**src/rtl/wb_addr_sequencer_pkg.sv**
```systemverilog
// Shared sizes, opcode limits and FSM state type for the feature-map write-back sequencer.
package wb_addr_sequencer_pkg;

  localparam int FMAP_WORDS = 4096;
  localparam int ADDR_W     = 19;
  localparam int DATA_W     = 16;
  localparam int OPC_W      = 6;
  localparam int PIX_W      = $clog2(FMAP_WORDS);
  localparam int IDX_W      = ADDR_W - PIX_W;

  localparam logic [OPC_W-1:0] SINGLE_CH_MAX = OPC_W'(15);
  localparam logic [OPC_W-1:0] LAST_OPC      = OPC_W'(31);

  typedef enum logic [2:0] {
    IDLE,
    ACCEPT,
    WR0,
    WR1,
    WR2,
    DONE
  } stateT;

endpackage

```
**src/rtl/wb_base_addr_lut.sv**
```systemverilog
// Maps a layer opcode to the base word address of each output channel's feature map.
module wb_base_addr_lut
  import wb_addr_sequencer_pkg::*;
(
  input  logic [OPC_W-1:0]  opcode,
  output logic [ADDR_W-1:0] base0,
  output logic [ADDR_W-1:0] base1,
  output logic [ADDR_W-1:0] base2,
  output logic              valid,
  output logic              threeCh
);

  logic [IDX_W-1:0] idx0;

  // Three-channel layers start at 3*opcode-29; the sum form keeps 3*opcode inside IDX_W bits.
  always_comb begin
    valid   = (opcode <= LAST_OPC);
    threeCh = valid && (opcode > SINGLE_CH_MAX);
    if (threeCh) begin
      idx0 = ({1'b0, opcode} + {opcode, 1'b0}) - IDX_W'(29);
    end else begin
      idx0 = IDX_W'(opcode) + IDX_W'(3);
    end
  end

  assign base0 = {idx0,              {PIX_W{1'b0}}};
  assign base1 = {idx0 + IDX_W'(1),  {PIX_W{1'b0}}};
  assign base2 = {idx0 + IDX_W'(2),  {PIX_W{1'b0}}};

endmodule

```
**src/rtl/wb_addr_sequencer.sv**
```systemverilog
// Layer write-back sequencer: takes one result pixel at a time and writes its 1 or 3
// channels into the feature memory at base(k)+pix, pixel by pixel over a 64x64 map.
module wb_addr_sequencer
  import wb_addr_sequencer_pkg::*;
(
  input  logic              i_clk,
  input  logic              i_rst_n,
  input  logic              i_start,
  input  logic [OPC_W-1:0]  i_opcode,
  output logic              o_busy,
  output logic              o_done,
  output logic              o_err,
  input  logic              i_res_valid,
  output logic              o_res_ready,
  input  logic [DATA_W-1:0] i_res_data0,
  input  logic [DATA_W-1:0] i_res_data1,
  input  logic [DATA_W-1:0] i_res_data2,
  output logic              o_mem_we,
  output logic [ADDR_W-1:0] o_mem_addr,
  output logic [DATA_W-1:0] o_mem_wdata,
  input  logic              i_mem_ready
);

  stateT             state;
  logic [PIX_W-1:0]  pix;
  logic [DATA_W-1:0] hold1;
  logic [DATA_W-1:0] hold2;
  logic [ADDR_W-1:0] base0Q;
  logic [ADDR_W-1:0] base1Q;
  logic [ADDR_W-1:0] base2Q;
  logic              threeChQ;

  logic [ADDR_W-1:0] lutBase0;
  logic [ADDR_W-1:0] lutBase1;
  logic [ADDR_W-1:0] lutBase2;
  logic              lutValid;
  logic              lutThreeCh;

  logic [ADDR_W-1:0] pixExt;
  logic              endPix;
  logic              lastPix;

  wb_base_addr_lut uLut (
    .opcode  (i_opcode),
    .base0   (lutBase0),
    .base1   (lutBase1),
    .base2   (lutBase2),
    .valid   (lutValid),
    .threeCh (lutThreeCh)
  );

  assign pixExt  = ADDR_W'(pix);
  assign lastPix = (pix == PIX_W'(FMAP_WORDS - 1));
  assign endPix  = i_mem_ready && (((state == WR0) && !threeChQ) || (state == WR2));

  // Channel 0 goes straight into o_mem_wdata on capture, so only channels 1 and 2 need holding.
  always_ff @(posedge i_clk or negedge i_rst_n) begin
    if (!i_rst_n) begin
      state       <= IDLE;
      pix         <= '0;
      hold1       <= '0;
      hold2       <= '0;
      base0Q      <= '0;
      base1Q      <= '0;
      base2Q      <= '0;
      threeChQ    <= 1'b0;
      o_busy      <= 1'b0;
      o_done      <= 1'b0;
      o_err       <= 1'b0;
      o_res_ready <= 1'b0;
      o_mem_we    <= 1'b0;
      o_mem_addr  <= '0;
      o_mem_wdata <= '0;
    end else begin
      o_done <= 1'b0;
      o_err  <= 1'b0;
      case (state)
        IDLE: begin
          if (i_start) begin
            if (lutValid) begin
              base0Q      <= lutBase0;
              base1Q      <= lutBase1;
              base2Q      <= lutBase2;
              threeChQ    <= lutThreeCh;
              pix         <= '0;
              o_busy      <= 1'b1;
              o_res_ready <= 1'b1;
              state       <= ACCEPT;
            end else begin
              o_err <= 1'b1;
            end
          end
        end
        ACCEPT: begin
          if (i_res_valid && o_res_ready) begin
            hold1       <= i_res_data1;
            hold2       <= i_res_data2;
            o_res_ready <= 1'b0;
            o_mem_we    <= 1'b1;
            o_mem_addr  <= base0Q + pixExt;
            o_mem_wdata <= i_res_data0;
            state       <= WR0;
          end
        end
        WR0, WR1, WR2: begin
          if (endPix) begin
            o_mem_we    <= 1'b0;
            o_mem_addr  <= '0;
            o_mem_wdata <= '0;
            pix         <= pix + PIX_W'(1);
            if (lastPix) begin
              o_done <= 1'b1;
              o_busy <= 1'b0;
              state  <= DONE;
            end else begin
              o_res_ready <= 1'b1;
              state       <= ACCEPT;
            end
          end else if (i_mem_ready) begin
            if (state == WR0) begin
              o_mem_addr  <= base1Q + pixExt;
              o_mem_wdata <= hold1;
              state       <= WR1;
            end else begin
              o_mem_addr  <= base2Q + pixExt;
              o_mem_wdata <= hold2;
              state       <= WR2;
            end
          end
        end
        DONE:    state <= IDLE;
        default: state <= IDLE;
      endcase
    end
  end

endmodule

```
**config.mk**
```make
export PLATFORM = sky130hd
export DESIGN_NAME = wb_addr_sequencer
export DESIGN_NICKNAME = d
export VERILOG_FILES = /design/src/rtl/wb_addr_sequencer_pkg.sv /design/src/rtl/wb_base_addr_lut.sv /design/src/rtl/wb_addr_sequencer.sv
export SDC_FILE = /design/constraint.sdc
export NUM_CORES = 1
export LEC_CHECK = 0
export ABC_AREA = 0
export CORE_MARGIN = 2
export CORE_UTILIZATION = 53
export DETAILED_ROUTE_END_ITERATION = 7
export PLACE_DENSITY = 0.84
export SLEW_MARGIN = 20
export SYNTH_ARGS = -nofsm -noshare
export SYNTH_HDL_FRONTEND = slang
export SYNTH_SLANG_ARGS = --single-unit
```
**constraint.sdc**
```tcl
create_clock -name i_clk -period 2.5 [get_ports i_clk]
set_clock_uncertainty 0.1 [all_clocks]
set_input_delay 0.25 -clock i_clk [delete_from_list [all_inputs] [get_ports i_clk]]
set_output_delay 0.25 -clock i_clk [all_outputs]
set_load 0.02 [all_outputs]
```
==> Word-level counts from Yosys, hierarchy flattened <==
Index checks and enable logic that the tools add are counted.
{ "op_classes": {"n_addsub": 9, "magnitude_cmp": 2, "eq_ne": 12, "n_mux": 41, "n_reduce_logical": 19} }
{ "ops": {"columns": ["operator", "count"], "rows": [
  ["19-bit two-way mux", 4],
  ["16-bit two-way mux", 4],
  ["19-bit by 12-bit adder with 19-bit output", 3],
  ["19-bit one-hot mux with 2 select lines", 1],
  ["12-bit two-way mux", 3],
  ["16-bit one-hot mux with 2 select lines", 1],
  ["12-bit one-hot mux with 2 select lines", 1],
  ["3-bit two-way mux", 7],
  ["1-bit two-way mux", 15],
  ["12-bit by 1-bit adder with 12-bit output (second input constant)", 1],
  ["12-bit equality test (second input constant)", 1],
  ["2-bit inequality test (second input constant)", 6],
  ["3-bit one-hot mux with 3 select lines", 1],
  ["3-bit AND reduction", 3],
  ["4-bit AND reduction", 2],
  ["6-bit by 2-bit adder with 7-bit output (second input constant)", 1],
  ["6-bit by 7-bit adder with 7-bit output", 1],
  ["7-bit by 1-bit adder with 7-bit output (second input constant)", 1],
  ["7-bit by 2-bit adder with 7-bit output (second input constant)", 1],
  ["7-bit two-way mux", 1],
  ["7-bit by 5-bit subtractor with 7-bit output (second input constant)", 1],
  ["3-bit by 2-bit equality test with 1-bit output (second input constant)", 2],
  ["6-bit by 4-bit > comparator with 1-bit output (second input constant)", 1],
  ["6-bit by 5-bit less-or-equal comparator with 1-bit output (second input constant)", 1],
  ["other kinds (15)", 20]
]} }
{ "totals": {"ff_bits": 109, "inputBits": 59, "output_inout_bits": 40, "elab_cells": 98} }

==> Depth between registers and ports, before layout <==
Gate-level depths: netlist of run 1.
{ "depth": {"ltp_word": 6, "mapped_depth": 11, "ltp_nobuf": 10} }

==> Cells and area by module <==
Synthesis of run 1 repeated with hierarchy kept, for this count alone.
{ "hier_totals": {"cells_unflattened": 899, "hier_area_um2": 8658.3} }
{ "modules_own_cells": {"columns": ["module", "n_inst", "cells_each", "area_per_inst_um2"], "rows": [
  ["wb_addr_sequencer", 1, 786, 7782.5],
  ["wb_base_addr_lut", 1, 113, 875.8]
]} }

==> Worst setup path after synthesis of run 1 <==
Ideal clock, no wire load.
{ "synth_path": {"path_type": "in2reg", "start": "in i_opcode[0]", "end": "reg base2Q[18]", "t_arrival_ns": 2.138, "required_time_ns": 2.331, "path_slack_ns": 0.193, "stages": 10, "path_cell_list": "inv_1 > ha_1 > buf_2 > inv_1 > ha_1 > a21oi_1 > a211oi_2 > o211ai_4 > or4b_1 > nand3_1"} }
{ "synth_via": {"elab_chain_len": 4, "word_cells_on_any_way": 9, "classes_between": "add/sub (4); order compare (2); mux (1); reduce/logical (2)"} }
{ "synth_lines": {"columns": ["element", "line", "text"], "rows": [
  ["start: declaration", "wb_addr_sequencer.sv:9", "input logic [OPC_W-1:0] i_opcode,"],
  ["6-bit by 7-bit adder with 7-bit output, or another cell as far along", "wb_base_addr_lut.sv:20", "idx0 = ({1'b0, opcode} + {opcode, 1'b0}) - IDX_W'(29);"],
  ["7-bit by 5-bit subtractor with 7-bit output or 1-bit logical AND (tied branches)", "wb_base_addr_lut.sv:20, wb_base_addr_lut.sv:18", null],
  ["7-bit two-way mux", "wb_base_addr_lut.sv:19", "if (threeCh) begin"],
  ["7-bit by 2-bit adder with 7-bit output", "wb_base_addr_lut.sv:28", "assign base2 = {idx0 + IDX_W'(2), {PIX_W{1'b0}}};"],
  ["end signal: assignment", "wb_addr_sequencer.sv:83", "base2Q <= lutBase2;"],
  ["end: declaration", "wb_addr_sequencer.sv:30", "logic [ADDR_W-1:0] base2Q;"]
]} }
Several ways; a longest one is shown, not always the timed one.
A chain may end at the register's enable or synchronous reset.

==> Worst setup path in the final report of run 1 <==
{ "layout_path": {"start": "in i_opcode[1]", "end": "reg base1Q[17]"} }
{ "layout_via": {"elab_chain_len": 4, "word_cells_on_any_way": 9, "classes_between": "add/sub (4); order compare (2); mux (1); reduce/logical (2)"} }
{ "layout_lines": {"columns": ["element", "line", "text"], "rows": [
  ["6-bit by 7-bit adder with 7-bit output, or another cell as far along", "wb_base_addr_lut.sv:20", null],
  ["7-bit by 5-bit subtractor with 7-bit output or 1-bit logical AND (tied branches)", "wb_base_addr_lut.sv:20, wb_base_addr_lut.sv:18", null],
  ["7-bit two-way mux *", "wb_base_addr_lut.sv:19", null],
  ["via lutBase0[14]", "wb_addr_sequencer.sv:33", "logic [ADDR_W-1:0] lutBase0;"],
  ["7-bit by 1-bit adder with 7-bit output *", "wb_base_addr_lut.sv:27", "assign base1 = {idx0 + IDX_W'(1), {PIX_W{1'b0}}};"],
  ["end signal: assignment", "wb_addr_sequencer.sv:82", "base1Q <= lutBase1;"],
  ["end: declaration", "wb_addr_sequencer.sv:29", "logic [ADDR_W-1:0] base1Q;"]
]} }
Mark *: on every way through the listed nets, which the timed path passes. The rest lies on a longest branch.

==> impl_summary.md, run 1 <==
Final layout
In the final layout, the share of cells above drive strength 1 is 18.3%. The total area of multi-input combinational cells is 2550 um^2. The layout-stage area growth over the synthesis result is 30.5%. The finished cells cover 7110 um^2. 0 antenna diodes ended up in the layout. The filler cell count is 719. The combined flip-flop and latch cell area is 2700 um^2. The final layout net count is 718.

The final design utilization is 70.1%.

Synthesis
For this run, the leading register cell type out of synthesis is dfrtp_1. After Yosys synthesis, XOR and XNOR cells account for 2.89% of the synthesized area. Among all cell types in the netlist, the one instantiated most often is dfrtp_1. Multiplexer cells account for 7.86% of the synthesized area. The post-synthesis net count is 594.

The number of enable flip-flop cells after synthesis is 0. Summing the areas of all compound-gate instances in the mapped netlist gives 19.5% of the synthesized area. The number of cells produced by synthesis is 520.

The share of synthesized registers carrying an async set or reset is 100%. By area the synthesized netlist is led by dfrtp_1, mux2_2, nand2_1. After synthesis, the most frequently instantiated cells are dfrtp_1, nand2_1, o21ai_0. The dominant combinational cell family by area after synthesis is compound AO/OA/AOI/OAI gates.

After Yosys synthesis, and, or, nand and nor cells account for 12.2% of the synthesized area. The post-synthesis cell type count is 57. The synthesized design spends more area on one cell type than any other, namely dfrtp_1. During synthesis, Yosys emitted a total of 0 warnings. The top cell type by area accounts for 49.6% of the synthesized area. The netlist area before placement is 5450 um^2. After synthesis, flip-flops and latches occupy 49.6% of the total area.

The flip-flop and latch count after synthesis is 108. Of the total synthesized cell area, the portion taken by full adders, half adders and majority gates is 3.45%. After synthesis, the mean cell area works out to 10.5 um^2.

Place
Routability-driven placement finished with a final weighted congestion of 0.844. OpenSTA, run right after detailed placement, puts the worst setup slack at -0.379 ns. The count of buffers inserted at the top-level ports is 98.

The placed cell area is 6790 um^2. Summed over all nets, the half-perimeter wirelength after detailed placement is 9510 um.

Die
Measured along the x axis, the die boundary spans 105 um. After floorplanning, the core was divided into 37 placement rows. The vertical extent of the die is 105 um.

The initial standard-cell utilization of the core is 53.7%. The core footprint is 10100 um^2. For this design the top-level I/O count stands at 99. The area of the die is 11100 um^2.

Global routing
The first-pass GRT wire length is 22000 um. The number of antenna violations at the first check in global routing was 0. The met2 demand-to-capacity share in global routing is 40.8%. The via count of the first global-routing pass is 4498. The pin count of the biggest net entering global routing is 48. The total overflow left after global routing is 0.

The met1 usage in global routing is 33.6%. The routing usage on met3 is 3.65%. The global-route usage over all layers is 24.8%. The most used routing layer is met2.

Run
The count of max-cap constraint violations is 0.

Routing
After detailed routing, the average wire length per cell comes to 17.0 um. In this run the remaining antenna-violating nets after routing total 0. The final layout contains routed wiring with a total length of 13300 um. The DRC violation total after the first TritonRoute iteration is 326. The detail-routed via count per cell is 5.74. Before antenna repair, the detailed router went through 5 iterations.

For this run, design rule violations remaining after detail routing come to 0. The routed via count is 4509.

Worst setup path
In this run the worst path has a maximum fanout of 4. The worst register-to-register path ends at o_mem_wdata[5]. STA puts the critical path data required time at 2.67 ns.

The setup path with the least slack is of type in -> reg. Setup slack on the worst reg-to-reg path comes out at 0.20 ns. The kind of end point of the critical path is a flip-flop.

The startpoint kind of the worst setup timing path is a primary input. In this run the critical register-to-register path is launched from state[1]. The data arrival at the endpoint of the critical path is 2.55 ns.

The worst-case reg-to-reg path depth is 6.

CTS
The clock network latency to the later pin of the worst-skew pair is 0.37 ns. The clock net in this run drives a total of 108 sinks. The clock buffer count from CTS is 9.

No sink is reached through more buffers than the 2 on the longest clock path. The clock-pin slew on the worst setup and hold paths is 0.09 ns. The tree is rooted in a clkbuf_8. TritonCTS built the clock tree. The CTS H-tree depth is 3.

Power
VDD sags by at most 0.467 mV. The completed layout was analyzed and its total power is 6.92 mW. Power spread over the standard cell area amounts to 973 nW/um^2.

The leakage power is 3.14 nW.

STA
The final number of hold-violating endpoints is 0. Derived from the worst setup path, the maximum achievable clock frequency is 419 MHz. Setup repair after global routing left no endpoint under its margin.

The worst setup margin is 0.116 ns. The final-layout setup total negative slack is 0 ns. In this run the tightest slew margin relative to its limit is 54.1%. The smallest clock period supported by the final layout is computed as 2.38 ns. The worst path uses 95.4% of the clock period. Setup violations remaining at the end of the flow were counted as 0. The pin slew with the least headroom to its limit is 0.685 ns. The number of max-slew violations in the final report is 0.

Min path
The worst hold path belongs to the class in -> async.

Run status
The run finished with clean final reports.
==> worst max-delay path, cell delays in order <==
cell,delay (ns)
clkdlybuf4s50_1,0.47
inv_1,0.06
ha_1,0.29
inv_1,0.09
ha_4,0.22
xnor2_1,0.16
mux2i_4,0.21
ha_2,0.22
nand2_1,0.09
o31a_1,0.25
o31ai_1,0.24
==> worst max path at each step <==
stage | startpoint | to | depth (start not counted)
2_1_floorplan | i_opcode[0] | base2Q[18] | 10
3_3_place_gp | i_opcode[2] | base1Q[18] | 9
3_5_place_dp | i_opcode[2] | base1Q[17] | 10
4_1_cts | i_opcode[2] | base1Q[17] | 10
5_1_grt | i_opcode[1] | base1Q[17] | 11
6_report | i_opcode[1] | base1Q[17] | 11
==> report_power, final <==
group,switching (mW),internal [mW]
clock,0.580,0.592
sequential,0.393,2.41
combinational,1.53,1.41
==> timing repair <==
item | CTS | global route
pin swaps | 0 | 1
setup endpoints to repair | 3 | 7
endpoints found under the hold margin | 40 | 0
hold buffers | 1 | 0
gates resized for setup | 1 | 7
setup buffers | 0 | 1
==> layer usage <==
metal  vias to the layer above  share of wire, %
li1                       2128                 -
met1                      2206                45
met2                       150                49
met3                        25               4.1
met4                         0               1.7
met5                         -                 0
==> per-stage QoR <==
stage / std cells / hold WS (ns)
after floorplan: 520 / -0.146
after global routing: 785 / 0.331
after global placement: 766 / 0.163
final: 785 / 0.293
after CTS: 783 / 0.299
after detailed placement: 766 / 0.166
==> cell families after synthesis <==
family          Yosys count
xor+xnor                 18
fa+ha+maj                15
flops                   108
buf+inv                  49
compound gates          150
simple gates            143
mux                      37
==> area by class of cell <==
| type | instances | area share, % |
|---|---|---|
| clock buffers | 10 | 1.94 |
| clock inverters | 6 | 1.21 |
| repair buffers | 149 | 19.9 |
| multi-input cells | 363 | 35.9 |
| flip-flops and latches | 108 | 38.0 |
| well taps | 136 | 2.39 |
| inverters | 13 | 0.687 |
==> cells in the final DEF (no fill, tap or decap), types with 3 or more instances in the layout <==
| cell | n |
|---|---|
| a21oi_1 | 8 |
| a22oi_1 | 24 |
| buf_4 | 48 |
| clkbuf_8 | 10 |
| clkdlybuf4s50_1 | 96 |
| dfrtp_1 | 108 |
| ha_1 | 12 |
| inv_1 | 13 |
| mux2_2 | 33 |
| nand2_1 | 83 |
| nand2b_1 | 3 |
| nand3_1 | 10 |
| nand4_1 | 3 |
| nor2_1 | 17 |
| nor2b_1 | 3 |
| nor3_1 | 5 |
| nor4_1 | 3 |
| o2111ai_1 | 4 |
| o211ai_1 | 3 |
| o21a_1 | 4 |
| o21ai_0 | 34 |
| o22ai_1 | 24 |
| o31ai_1 | 26 |
| or3_1 | 3 |
| xnor2_1 | 12 |
| xor2_1 | 6 |
==> sequential cells by signal, summed over array words and instances (netlist names) <==
signal	cells
o_mem_addr	19
hold1	16
hold2	16
o_mem_wdata	16
pix	12
base1Q	7
base2Q	7
base0Q	6
state	3
o_busy	1
o_done	1
o_err	1
o_mem_we	1
o_res_ready	1
threeChQ	1
(Power assumes the default switching activity.)
==> run 2: changes to the inputs <==
--- a/config.mk
+++ b/config.mk
@@ -6,5 +6,5 @@
 export NUM_CORES = 1
 export LEC_CHECK = 0
-export ABC_AREA = 0
+export CORE_ASPECT_RATIO = 1.2
 export CORE_MARGIN = 2
 export CORE_UTILIZATION = 53
==> constraint.sdc (replaced) <==
create_clock -name i_clk -period 2.5 [get_ports i_clk]
set_clock_uncertainty 0.1 [all_clocks]
set_input_delay 0.5 -clock i_clk [delete_from_list [all_inputs] [get_ports i_clk]]
set_output_delay 0.5 -clock i_clk [all_outputs]
set_load 0.02 [all_outputs]
==> impl_summary.md, run 2 (same netlist as run 1, synthesis figures left out) <==
Die
The floorplan step defined a die boundary enclosing 11100 um^2. The number of placed I/O pins is 99. The die is 96.5 um wide.

For this configuration, the core starts out at a cell density of 54.4%. The vertical extent of the die is 115 um. The floorplan has 40 rows.

The core footprint is 10000 um^2.

CTS
The count of hold-fix buffers inserted at cts is 0. TritonCTS built the clock tree. The CTS H-tree depth is 3.

The clock-pin slew on the worst setup and hold paths is 0.07 ns. Counting the buffers created by CTS gives 9. The number of clock sinks seen by CTS is 108. The clock network latency to the later pin of the worst-skew pair is 0.35 ns. The master cell of the clock root buffer is clkbuf_16. The deepest clock path buffer count is 2.

Final layout
The net count of the finished layout is 720. The finished cells cover 7270 um^2. The top cell types in the final layout, fill and taps aside, are dfrtp_1, clkdlybuf4s50_1, nand2_1, buf_4.

The library cell used most frequently in the layout, excluding fill and tap cells, is dfrtp_1. Of the cells placed in the final design, the portion with a size suffix greater than 1 is 21.8%. The number of flip-flops in the largest register is 19.

Counting flops per register, the top entry is o_mem_addr. The antenna diode count is 0. The layout-stage area growth over the synthesis result is 33.4%.

Worst setup path
The critical setup path kind is in -> reg. The most numerous cell on the critical path is buf_4. Along the worst path, the maximum fanout reaches 5.

In this design, the stage delay of the slowest critical-path cell is 0.48 ns. At the worst endpoint, the arrival time is 2.59 ns. The required time of the critical path is 2.66 ns. The critical path goes through clkdlybuf4s50_1 -> inv_1 -> ha_2 -> buf_4 -> nor3b_1 -> a211oi_2 -> o211ai_4 -> buf_4 -> o31a_1 -> o31ai_1.

The worst setup path is captured at a flip-flop. The startpoint kind of the worst setup timing path is a primary input. The number of buffers and inverters on the critical path is 4. The cell family contributing the most delay on the critical path is buffers and inverters. On the critical path, the stage with the largest delay is an instance of clkdlybuf4s50_1.

Routing
The remaining design rule violation count is 0. The final routed wire length divided by cell count is 17.6 um. For this block, wires on met1 add up to 5440 um. After detailed routing, the met3 layer carries 837 um of wire. The final antenna-violating net count is 0. The detailed router placed 4532 vias in this run. The first detailed-routing pass ran for 5 iterations. The highest layer touched by signal routing is met4.

The detail-routed via count per cell is 5.83. The length of routed met2 wiring is 7120 um. The detailed-route wire length is 13700 um.

The DRC violation total after the first TritonRoute iteration is 327.

STA
The number of max-slew violations in the final report is 0. The final critical delay including setup and external delays is 2.43 ns. The final number of hold-violating endpoints came to 0. Final hold analysis gives a worst-case slack of 0.0520 ns.

The final setup violation count is 0. The achievable clock frequency is 412 MHz. The final-layout setup total negative slack is 0 ns. After layout, the worst setup slack is 0.0721 ns.

The pin slew with the least headroom to its limit is 0.993 ns. Dividing the final minimum period by the clock period gives 97.1%. The worst pin sits at a relative slew slack of 33.8%.

Place
The worst setup timing slack at the placement stage is -0.528 ns. Port buffering added 98 buffers. After detailed placement, the total cell area comes to 6810 um^2. At the end of routability-driven placement, the weighted congestion stood at 0.898. The estimated wirelength of the detail-placed design is 9700 um.

Global routing
The first-pass GRT wire length is 22200 um. Entering global routing, the biggest net connects 48 pins. Summed over all layers, the global routing overflow is 0. In the global route stage, overall resource usage came out at 25.8%. The via count of the first global-routing pass is 4805.

The number of antenna violations at the first check in global routing is 0.

Min path
The min-delay analysis places its worst path in the category in -> async.

Run
The count of max-cap constraint violations is 0.

Power
The worst vdd rail ir drop is 0.454 mV. The leakage power is 3.18 nW. The power density over the cells is 990 nW/um^2.

Run status
The run finished with clean final reports.
-- run 2: cell types whose count changed in the layout (fill, tap and decap cells not counted), moves of 2 or more --
cell             before  now
ha_1                 12    5
buf_4                48   52
ha_2                  1    3
clkbuf_16             0    9
o21ai_4               2    0
inv_2                 0    3
clkdlybuf4s50_1      96   92
inv_1                13   10
dlygate4sd2_1         0    4
o21ai_2               2    4
ha_4                  2    7
clkbuf_8             10    0
-- run 2: area by class of cell --
cell class | instances | area (um^2)
fill | 674 | 2740
sequential | 108 | 2700
multi-input combinational | 363 | 2660
timing repair buffer | 151 | 1400
clock buffer | 9 | 225
tap | 126 | 158
clock inverter | 7 | 72.6
inverter | 13 | 48.8
-- run 2: worst register-to-register path, delay by kind of cell (launching register included) --
| family | cells | cell delay (ns) |
|---|---|---|
| compound gates | 4 | 1.46 |
| flops | 1 | 0.46 |
| simple gates | 1 | 0.22 |
-- run 2: final timing paths --
check                               start        endpoint  cells past startpoint  slack (ns)
setup / recovery              i_opcode[5]      base2Q[17]                     10        0.07
hold / removal                    i_rst_n   o_mem_addr[8]                      1        0.05
setup reg to reg                 state[2]  o_mem_wdata[2]                      5        0.18
hold reg to reg            o_mem_wdata[5]  o_mem_wdata[5]                      2        0.38
max in group asynchronous         i_rst_n   o_mem_addr[2]                      2        1.60
min in group i_clk         o_mem_wdata[5]  o_mem_wdata[5]                      2        0.38
-- run 2: per-stage QoR --
stage               power [mW]  util [%]  cells
floorplan                 4.63         -    520
global placement          5.55      68.0    758
detailed placement        5.72      68.0    758
CTS                       7.19      72.0    776
global route              7.61      72.6    777
finish                    7.19      72.6    777
-- run 2: repair_timing --
item | CTS | global route
resized for setup | 20 | 10
pin swaps | 8 | 7
buffers inserted | 2 | 1
setup endpoints to repair | 7 | 8
-- run 2: power breakdown --
part | total (mW) | switching [mW] | internal (mW)
Combinational | 2.94 | 1.53 | 1.41
Sequential | 2.82 | 0.401 | 2.42
Clock | 1.43 | 0.652 | 0.780
Total | 7.19 | 2.59 | 4.61
-- run 2: layer usage --
| metal | vias to the layer above | track usage [%] |
|---|---|---|
| li1 | 2137 | - |
| met1 | 2210 | 30.4 |
| met2 | 159 | 44.9 |
| met3 | 26 | 5.90 |
| met4 | 0 | 10.9 |
| met5 | - | 0 |
==> run 3: changes to the inputs <==
Settings changed: CORE_MARGIN 2 to unset, CORE_UTILIZATION 53 to 55, CTS_BUF_LIST set to sky130_fd_sc_hd__clkbuf_2, PLACE_DENSITY 0.84 to 0.86.
Clock period 2.5 ns to 2.7 ns, I/O delays scaled along.
==> impl_summary.md, run 3 (same netlist as run 1, synthesis figures left out) <==
STA
The final critical delay including setup and external delays is 2.60 ns. The final number of hold-violating endpoints is 0. The worst slew slack as a fraction of its limit is 32.6%. For this run, the top clock speed supported by timing is 384 MHz. Of the available clock period, the critical path in the final layout requires 96.4%.

At the pin with the least slew margin, the transition time is 1.01 ns. For the final routed database, the setup TNS stands at 0 ns. The worst hold margin is 0.299 ns. The number of max-slew violations in the final report is 0. Setup violations remaining at the end of the flow were counted as 0.

Worst setup path
Together, buffers and inverters on the worst path number 2. The number of cells on the worst reg-to-reg path is 6. The worst setup path is captured at a flip-flop. The worst register-to-register path begins at state[1].

In this run the worst path has a maximum fanout of 8. In this design, the largest share of critical-path delay is due to adder cells. The required time of the critical path is 3.14 ns. The most numerous cell on the critical path is ha_1. For this run, the slowest stage of the critical path takes 0.54 ns. Setup slack on the worst reg-to-reg path comes out at 0.18 ns. The setup path with the least slack is of type in -> reg. Data arrives at the worst endpoint at 3.04 ns. The end of the worst register-to-register path is o_mem_addr[0]. The library cell contributing the largest single delay on the critical path is or4b_1. The signal on the critical path passes through clkdlybuf4s50_1 -> ha_1 -> inv_1 -> ha_1 -> a21oi_1 -> a211oi_2 -> o211ai_4 -> or4b_1 -> nand3_1. STA classifies the critical path startpoint as a primary input.

Global routing
The number of antenna violations at the first check in global routing is 1. The via count of the first global-routing pass came to 4468. The global-route usage over all layers is 26.9%. Global routing finished with a remaining overflow of 0. The first global-routing pass estimated 21700 um of wire.

The pin count of the biggest net entering global routing is 41.

Place
The count of buffers inserted at the top-level ports is 98. The routability congestion estimate is 0.886. The estimated wirelength of the detail-placed design is 9470 um.

Die
99 I/O pins were placed. The area of the die is 10300 um^2. Once the floorplan was initialized, standard cells occupied 56.9% of the core. After floorplanning, the core was divided into 39 placement rows. The core region is 9560 um^2. The vertical extent of the die is 111 um. From left edge to right edge, the die measures 92.8 um.

Power
The worst vdd rail ir drop is 0.380 mV. Total power for the finished layout comes to 5.96 mW. The leakage power is 3.05 nW. In this run the power density over the cells is 866 nW/um^2.

Routing
Dividing the detail-routed wire length by the instance count gives 17.1 um. Once detail routing completed, the nets flagged for antenna violations numbered 0. In this run, the number of DRC markers left after iteration 0 of detailed routing was 240.

After detailed routing, the total wire length is 13200 um. The remaining design rule violation count is 0. After detailed routing, the number of vias per cell comes to 5.92. Summing over every cut layer, the via total after detailed routing is 4550.

The first detailed-routing pass took 5 iterations.

CTS
The clock buffer count from CTS is 9. In this run the clock root is driven by a clkbuf_2. The clock drives 108 sinks. The number of setup buffers added after CTS is 0. The clock network latency to the later pin of the worst-skew pair is 0.60 ns. Clock-pin slew was measured on the worst setup and hold paths at 0.27 ns. The deepest clock path buffer count is 2. TritonCTS built the clock tree.

The clock tree synthesis step divided the H-tree into 3 levels.

Final layout
The share of cells above drive strength 1 is 17.1%. The library cells used most frequently in the layout, excluding fill and tap cells, are dfrtp_1, clkdlybuf4s50_1, nand2_1, buf_4, o21ai_0. The register with the most flip-flops in the final layout is o_mem_addr. The most frequent standard cell in the layout excluding fill and tap cells is dfrtp_1. The number of flip-flops in the largest register is 19. The area growth from synthesis to layout is 26.2%.

The final layout net count is 714.

Run status
The run finished with clean final reports.

Run
The count of max-cap constraint violations is 0.

Min path
The class of the worst hold path is in -> async.
-- run 3: layout make-up --
cell class | count | area (um^2)
Antenna cell | 1 | 2.50
Clock buffer | 12 | 60.1
Inverter | 13 | 48.8
Clock inverter | 4 | 50.0
Sequential cell | 108 | 2700
Tap cell | 123 | 154
Multi-Input combinational cell | 363 | 2510
Fill cell | 705 | 2690
Timing Repair Buffer | 145 | 1350
-- run 3: worst max path at each step --
stage / start / to / slack, ns / cells after the start
floorplan: i_opcode[0] / base2Q[18] / 0.10 / 10
global placement: i_opcode[2] / base1Q[18] / -0.38 / 9
detailed placement: i_opcode[2] / base2Q[18] / -0.52 / 9
CTS: i_opcode[2] / base2Q[18] / 0.12 / 9
global route: state[1] / o_mem_addr[0] / -0.01 / 6
finish: i_opcode[2] / base2Q[18] / 0.1 / 9
-- run 3: layer usage --
layer / GRT usage [%] / wire [um] / vias to the layer above / part of all wire, %
li1: - / - / 2132 / -
met1: 35.2 / 5430 / 2222 / 41
met2: 45.0 / 6800 / 177 / 52
met3: 3.84 / 700 / 19 / 5.3
met4: 10.1 / 250 / 0 / 1.9
met5: 0 / 0 / - / 0
-- run 3: stage by stage --
step / std cells / cell area, um^2 / setup WS (ns) / utilization (%)
6_report: 769 / 6870 / 0.0968 / 71.9
5_1_grt: 769 / 6870 / -0.0140 / 71.9
4_1_cts: 768 / 6860 / 0.121 / 71.8
3_5_place_dp: 751 / 6740 / -0.515 / 70.5
3_3_place_gp: 751 / 6740 / -0.381 / 70.5
2_1_floorplan: 520 / 5450 / 0.103 / -
-- run 3: repair_timing --
| action | CTS | global route |
|---|---|---|
| resized for setup | 0 | 1 |
| setup endpoints to repair | 0 | 12 |
| hold buffers | 1 | 0 |
| endpoints found under the hold margin | 37 | 0 |
-- run 3: power by group --
| part | total (mW) | switching, mW | internal [mW] |
|---|---|---|---|
| sequential | 2.61 | 0.378 | 2.23 |
| combinational | 2.61 | 1.37 | 1.24 |
| clock | 0.738 | 0.514 | 0.223 |
| total | 5.96 | 2.26 | 3.69 |
